--- src/rtl/seq_run_detector_pkg.sv ---
// Shared encodings for the serial run detector: FSM states and z-path mode selectors.
package seq_det_pkg;

   typedef enum logic {
      S_EMPTY = 1'b0,
      S_RUN   = 1'b1
   } state_t;

   localparam int MODE_MEALY = 0;
   localparam int MODE_MOORE = 1;

endpackage

--- src/rtl/seq_run_detector_if.sv ---
// Sample/result bundle between the serial source and the run detector.
interface seq_run_detector_if #(
   parameter int RUN_LEN = 2,
   parameter int CNT_W   = 8
);
   localparam int RL_W = $clog2(RUN_LEN + 1);

   logic             en;
   logic             clr;
   logic             w;
   logic             z;
   logic             level;
   logic [RL_W-1:0]  run_cnt;
   logic [CNT_W-1:0] match_cnt;

   modport master (
      output en, clr, w,
      input  z, level, run_cnt, match_cnt
   );

   modport slave (
      input  en, clr, w,
      output z, level, run_cnt, match_cnt
   );

endinterface

--- src/rtl/seq_run_detector_sat_counter.sv ---
// Saturating up-counter; a clear in the same cycle as an increment restarts the count at 1.
module sat_counter #(
   parameter int           W   = 8,
   parameter logic [W-1:0] MAX = '1
) (
   input  logic         clk,
   input  logic         reset,
   input  logic         inc,
   input  logic         clr,
   output logic [W-1:0] count
);

   function automatic logic [W-1:0] sat_inc(input logic [W-1:0] v);
      return (v >= MAX) ? MAX : v + 1'b1;
   endfunction

   logic [W-1:0] base;

   assign base = clr ? '0 : count;

   always_ff @(posedge clk or negedge reset) begin
      if (!reset)
         count <= '0;
      else if (inc)
         count <= sat_inc(base);
      else if (clr)
         count <= '0;
   end

endmodule

--- src/rtl/seq_run_detector.sv ---
// Run detector on serial stream w: flags every accepted bit that completes or extends
// a run of RUN_LEN identical bits, with Mealy or registered (Moore) z.
module seq_run_detector
   import seq_det_pkg::*;
#(
   parameter int RUN_LEN = 2,
   parameter int MOORE   = 0,
   parameter int CNT_W   = 8
) (
   input logic               clk,
   input logic               reset,
   seq_run_detector_if.slave bus
);

   localparam int RL_W = $clog2(RUN_LEN + 1);

   state_t          state;
   state_t          state_nxt;
   logic            level;
   logic            hit;
   logic            run_inc;
   logic            run_rst;
   logic [RL_W-1:0] run_cnt;

   always_ff @(posedge clk or negedge reset) begin
      if (!reset)
         state <= S_EMPTY;
      else
         state <= state_nxt;
   end

   always_comb begin
      state_nxt = state;
      if (bus.clr)
         state_nxt = S_EMPTY;
      else if (bus.en)
         state_nxt = S_RUN;
   end

   always_comb begin
      hit = 1'b0;
      if (bus.en && !bus.clr && (state == S_RUN) && (bus.w == level) &&
          (run_cnt >= RL_W'(RUN_LEN - 1)))
         hit = 1'b1;
   end

   always_ff @(posedge clk or negedge reset) begin
      if (!reset)
         level <= 1'b0;
      else if (bus.clr)
         level <= 1'b0;
      else if (bus.en)
         level <= bus.w;
   end

   // A new run (first sample or a level change) clears and increments together, landing on 1.
   assign run_inc = bus.en & ~bus.clr;
   assign run_rst = bus.clr | (bus.en & ((state == S_EMPTY) | (bus.w != level)));

   sat_counter #(
      .W   (RL_W),
      .MAX (RL_W'(RUN_LEN))
   ) u_run_cnt (
      .clk   (clk),
      .reset (reset),
      .inc   (run_inc),
      .clr   (run_rst),
      .count (run_cnt)
   );

   sat_counter #(
      .W   (CNT_W),
      .MAX ({CNT_W{1'b1}})
   ) u_match_cnt (
      .clk   (clk),
      .reset (reset),
      .inc   (hit),
      .clr   (bus.clr),
      .count (bus.match_cnt)
   );

   assign bus.level   = level;
   assign bus.run_cnt = run_cnt;

   generate
      if (MOORE == MODE_MOORE) begin : g_moore
         logic hit_p1;

         // hit is already forced low under clr, so loading it every cycle also clears z.
         always_ff @(posedge clk or negedge reset) begin
            if (!reset)
               hit_p1 <= 1'b0;
            else
               hit_p1 <= hit;
         end

         assign bus.z = hit_p1;
      end else begin : g_mealy
         assign bus.z = hit;
      end
   endgenerate

endmodule

--- src/flat_wrapper.sv ---
// flat-port wrapper written by rule: the top's interface ports become plain ports
module seq_run_detector_flat import seq_det_pkg::*;
#(
   parameter int RUN_LEN = 2,
   parameter int MOORE   = 0,
   parameter int CNT_W   = 8
)
  (clk, reset, bus_en, bus_clr, bus_w, bus_z, bus_level, bus_run_cnt, bus_match_cnt);
  seq_run_detector_if #(.RUN_LEN(RUN_LEN), .CNT_W(CNT_W)) bus_i ();
  input logic clk;
  input logic reset;
  input wire logic [$bits(bus_i.en)-1:0] bus_en;
  input wire logic [$bits(bus_i.clr)-1:0] bus_clr;
  input wire logic [$bits(bus_i.w)-1:0] bus_w;
  output wire logic [$bits(bus_i.z)-1:0] bus_z;
  output wire logic [$bits(bus_i.level)-1:0] bus_level;
  output wire logic [$bits(bus_i.run_cnt)-1:0] bus_run_cnt;
  output wire logic [$bits(bus_i.match_cnt)-1:0] bus_match_cnt;
  assign bus_i.en = bus_en;
  assign bus_i.clr = bus_clr;
  assign bus_i.w = bus_w;
  assign bus_z = bus_i.z;
  assign bus_level = bus_i.level;
  assign bus_run_cnt = bus_i.run_cnt;
  assign bus_match_cnt = bus_i.match_cnt;
  seq_run_detector #(.RUN_LEN(RUN_LEN), .MOORE(MOORE), .CNT_W(CNT_W)) u_core (.clk(clk), .reset(reset), .bus(bus_i));
endmodule
--- config.mk ---
export PLATFORM = sky130hd
export DESIGN_NAME = seq_run_detector_flat
export DESIGN_NICKNAME = d
export VERILOG_FILES = /design/src/rtl/seq_run_detector_pkg.sv /design/src/rtl/seq_run_detector_if.sv /design/src/rtl/seq_run_detector_sat_counter.sv /design/src/rtl/seq_run_detector.sv /design/src/flat_wrapper.sv
export SDC_FILE = /design/constraint.sdc
export NUM_CORES = 1
export LEC_CHECK = 0
export CAP_MARGIN = 20
export CORE_UTILIZATION = 49
export DETAILED_ROUTE_END_ITERATION = 10
export PLACE_DENSITY = 0.91
export SYNTH_ARGS = -nofsm -noshare
export SYNTH_HDL_FRONTEND = slang
export SYNTH_SLANG_ARGS = --single-unit
--- constraint.sdc ---
create_clock -name clk -period 2.35 [get_ports clk]
set_input_delay 0.47 -clock clk [delete_from_list [all_inputs] [get_ports clk]]
set_output_delay 0.47 -clock clk [all_outputs]
set_load 0.01 [all_outputs]
==> flow_summary_export.csv <==
group,metric,value,unit
global_routing,antenna_found_initial,0,
place,hpwl,1150,µm
sta,worst_slew_pin_slew,539,ps
synth,synth_cell_types,28,
worst_setup_path,cp-start-kind,"input port",
synth,postSynth.asyncResetShare,1.00,
route,drc,0,
sta,period_share,0.898,
finish,final_common_cell,"clkdlybuf4s50_1",
clock_network,insertion_delay,280,ps
clock_network,htreeDepth,1,
global_routing,grt_start_max_net_pins,14,
sta,relSlewSlack,0.640,
power_and_ir_drop,pwr-share-seq,0.493,
worst_setup_path,worstRegToRegCells,5,
floorplan,core,1160,µm²
finish,area_growth,38.2,%
sta,fmax,474,MHz
worst_setup_path,cp.required,1880,ps
floorplan,initial_utilization,0.550,
global_routing,grt_overflow_total,0,
finish,stdcell_area,878,µm²
floorplan,die_w,38.0,µm
synth,synth-edff-count,0,
sta,rsz0062_at_grt,"no",
sta,fin_crit,2110,ps
power_and_ir_drop,comb_power_share,0.115,
place,port_buffers,16,
route,dr.pass1.iters,6,
clock_network,hold_buffers,0,
route,wl_per_cell,16.0,µm
power_and_ir_drop,p_int,330,µW
synth,synthFlopType,"dfrtp_1",
power_and_ir_drop,leakage,0.000415,µW
clock_network,postCtsSetupBuffers,0,
power_and_ir_drop,p_sw,106,µW
clock_network,cts.clk_slew.worst_paths,80,ps
clock_network,cts_tree,"built",
power_and_ir_drop,ir_drop,0.000422,V
power_and_ir_drop,power.density,497,nW/µm²
clock_network,numCtsBuffers,3,
global_routing,grt.total_usage,0.249,
place,place_inst,92,
route,wirelength,1530,µm
route,postRouteAntennaNets,0,
clock_network,clockBufferDepth,2,
synth,synth-seq-cells,12,
global_routing,grt_pass1_vias,544,
route,vias,578,
finish,layout_common_cells,"15 x clkdlybuf4s50_1, 12 x dfrtp_1, 7 x nor2_1",
sta,setup_viol,0,
finish,n_antenna_cell,0,
floorplan,num_rows,12,
synth,ys_seq_area_frac,0.472,
route,routed_via_density,6.02,
worst_setup_path,end_kind,"output pin",
finish,num-nets-final,89,
hold_path,hold_depth,1,
synth,synth.avg_cell_area,10.8,µm²
sta,hold_violations,0,
synth,postSynthCellCount,59,
synth,yosysWarnings,0,
clock_network,cts.repair.resized,1,
place,place_congestion,0.793,
power_and_ir_drop,pwr-share-clk,0.392,
synth,synth_nets,65,
sta,clock_skew,7.77,ps
route,drtIter0Drc,22,
clock_network,numClockSinks,12,
floorplan,io_pins,17,
sta,setup_ws,241,ps
worst_setup_path,worstPathArrival,1640,ps
run,maxCapViolations,0,
place,dpl-instance-area,843,µm²
outcome,status,"completed",
synth,syn-cell-area,636,µm²
place,pre_cts_ws,-5.82,ps
worst_setup_path,path_max_fanout,2,
floorplan,die_y,38.0,µm
finish,layout-drive-gt1-share,0.183,
floorplan,die-area,1450,µm²
clock_network,cts_root_buf,"clkbuf_4",
power_and_ir_drop,p_sw_frac,0.244,
finish,stdcell_count,96,
sta,whs,514,ps
power_and_ir_drop,power.total,436,µW
sta,final_max_slew_viol_count,0,
global_routing,grt_pass1_wl,2370,µm
worst_setup_path,setup.worst_path.class,"input port to output pin",
hold_path,hold_path_class,"flip-flop to flip-flop",
## cell usage after synthesis, drive strengths merged, types with 2 or more instances
| cell | instances | area share |
|---|---|---|
| clkbuf | 2 | 0.012 |
| a31oi | 4 | 0.039 |
| nand3 | 2 | 0.016 |
| nor2b | 3 | 0.030 |
| mux2 | 2 | 0.035 |
| nor4 | 2 | 0.043 |
| mux2i | 2 | 0.031 |
| nand4 | 2 | 0.020 |
| nor2 | 7 | 0.041 |
| dfrtp | 12 | 0.47 |
| nor3 | 3 | 0.041 |
| inv | 2 | 0.012 |
| nand2 | 3 | 0.018 |
## registers in the layout, summed over array words and instances (netlist names)
register                  flops
u_core.state                  1
u_core.u_match_cnt.count      8
u_core.u_run_cnt.count        2
u_core.bus.level              1
## per-layer routing
layer	routed length [µm]	track usage
met3	94	0.0872
met2	770	0.440
met4	53	0.116
met5	0	0
met1	614	0.263
## path summary, 6_finish.rpt
path / slack, ps / end / start
setup / recovery: 240 / bus_z / bus_w
hold / removal: 510 / u_core.u_run_cnt.count[1]$_DFF_PN0_ / u_core.u_run_cnt.count[1]$_DFF_PN0_
setup reg to reg: 710 / u_core.u_match_cnt.count[5]$_DFF_PN0_ / u_core.bus.level$_DFFE_PN0P_
hold reg to reg: 510 / u_core.u_run_cnt.count[1]$_DFF_PN0_ / u_core.u_run_cnt.count[1]$_DFF_PN0_
max in group asynchronous: 1450 / u_core.u_run_cnt.count[1]$_DFF_PN0_ / reset
min in group asynchronous: 530 / u_core.u_match_cnt.count[6]$_DFF_PN0_ / reset
## cell families (layout without fill, tap and decap cells)
logic type	after synthesis	count (layout)	synth area share
multiplexers	4	4	0.0669
adder cells (fa/ha/maj)	1	1	0.0197
XOR/XNOR	2	2	0.0276
AO/OA/AOI/OAI	9	9	0.100
buffers and inverters	4	27	0.0236
AND/OR/NAND/NOR	27	27	0.289
flip-flops	12	12	0.472
## power by group through the flow
| stage | Sequential, µW | Combinational (µW) | Clock [µW] |
|---|---|---|---|
| final | 215 | 50.3 | 171 |
| after global routing | 215 | 53.7 | 181 |
| after CTS | 215 | 50.3 | 172 |
| after detailed placement | 219 | 50.1 | 0 |
| after global placement | 219 | 48.4 | 0 |
| after floorplan | 220 | 18.6 | 0 |
## final cells by class
class	instances	area [µm²]
Fill cell	74	278
Inverter	2	7.51
Clock buffer	4	36.3
Timing Repair Buffer	21	196
Sequential cell	12	300
Tap cell	14	17.5
Multi-Input combinational cell	43	320
## per-stage QoR
step           TNS [ps]  utilization
6_report              0        0.760
5_1_grt               0        0.760
4_1_cts               0        0.760
3_5_place_dp      -5.82        0.729
3_3_place_gp          0        0.729
2_1_floorplan         0            -
## critical path, cell delays in order
cell             delay (ps)
clkdlybuf4s50_1         490
xor2_1                  290
nor3_4                   80
dlygate4sd2_1           300
Power figures use the tool's default switching activity.
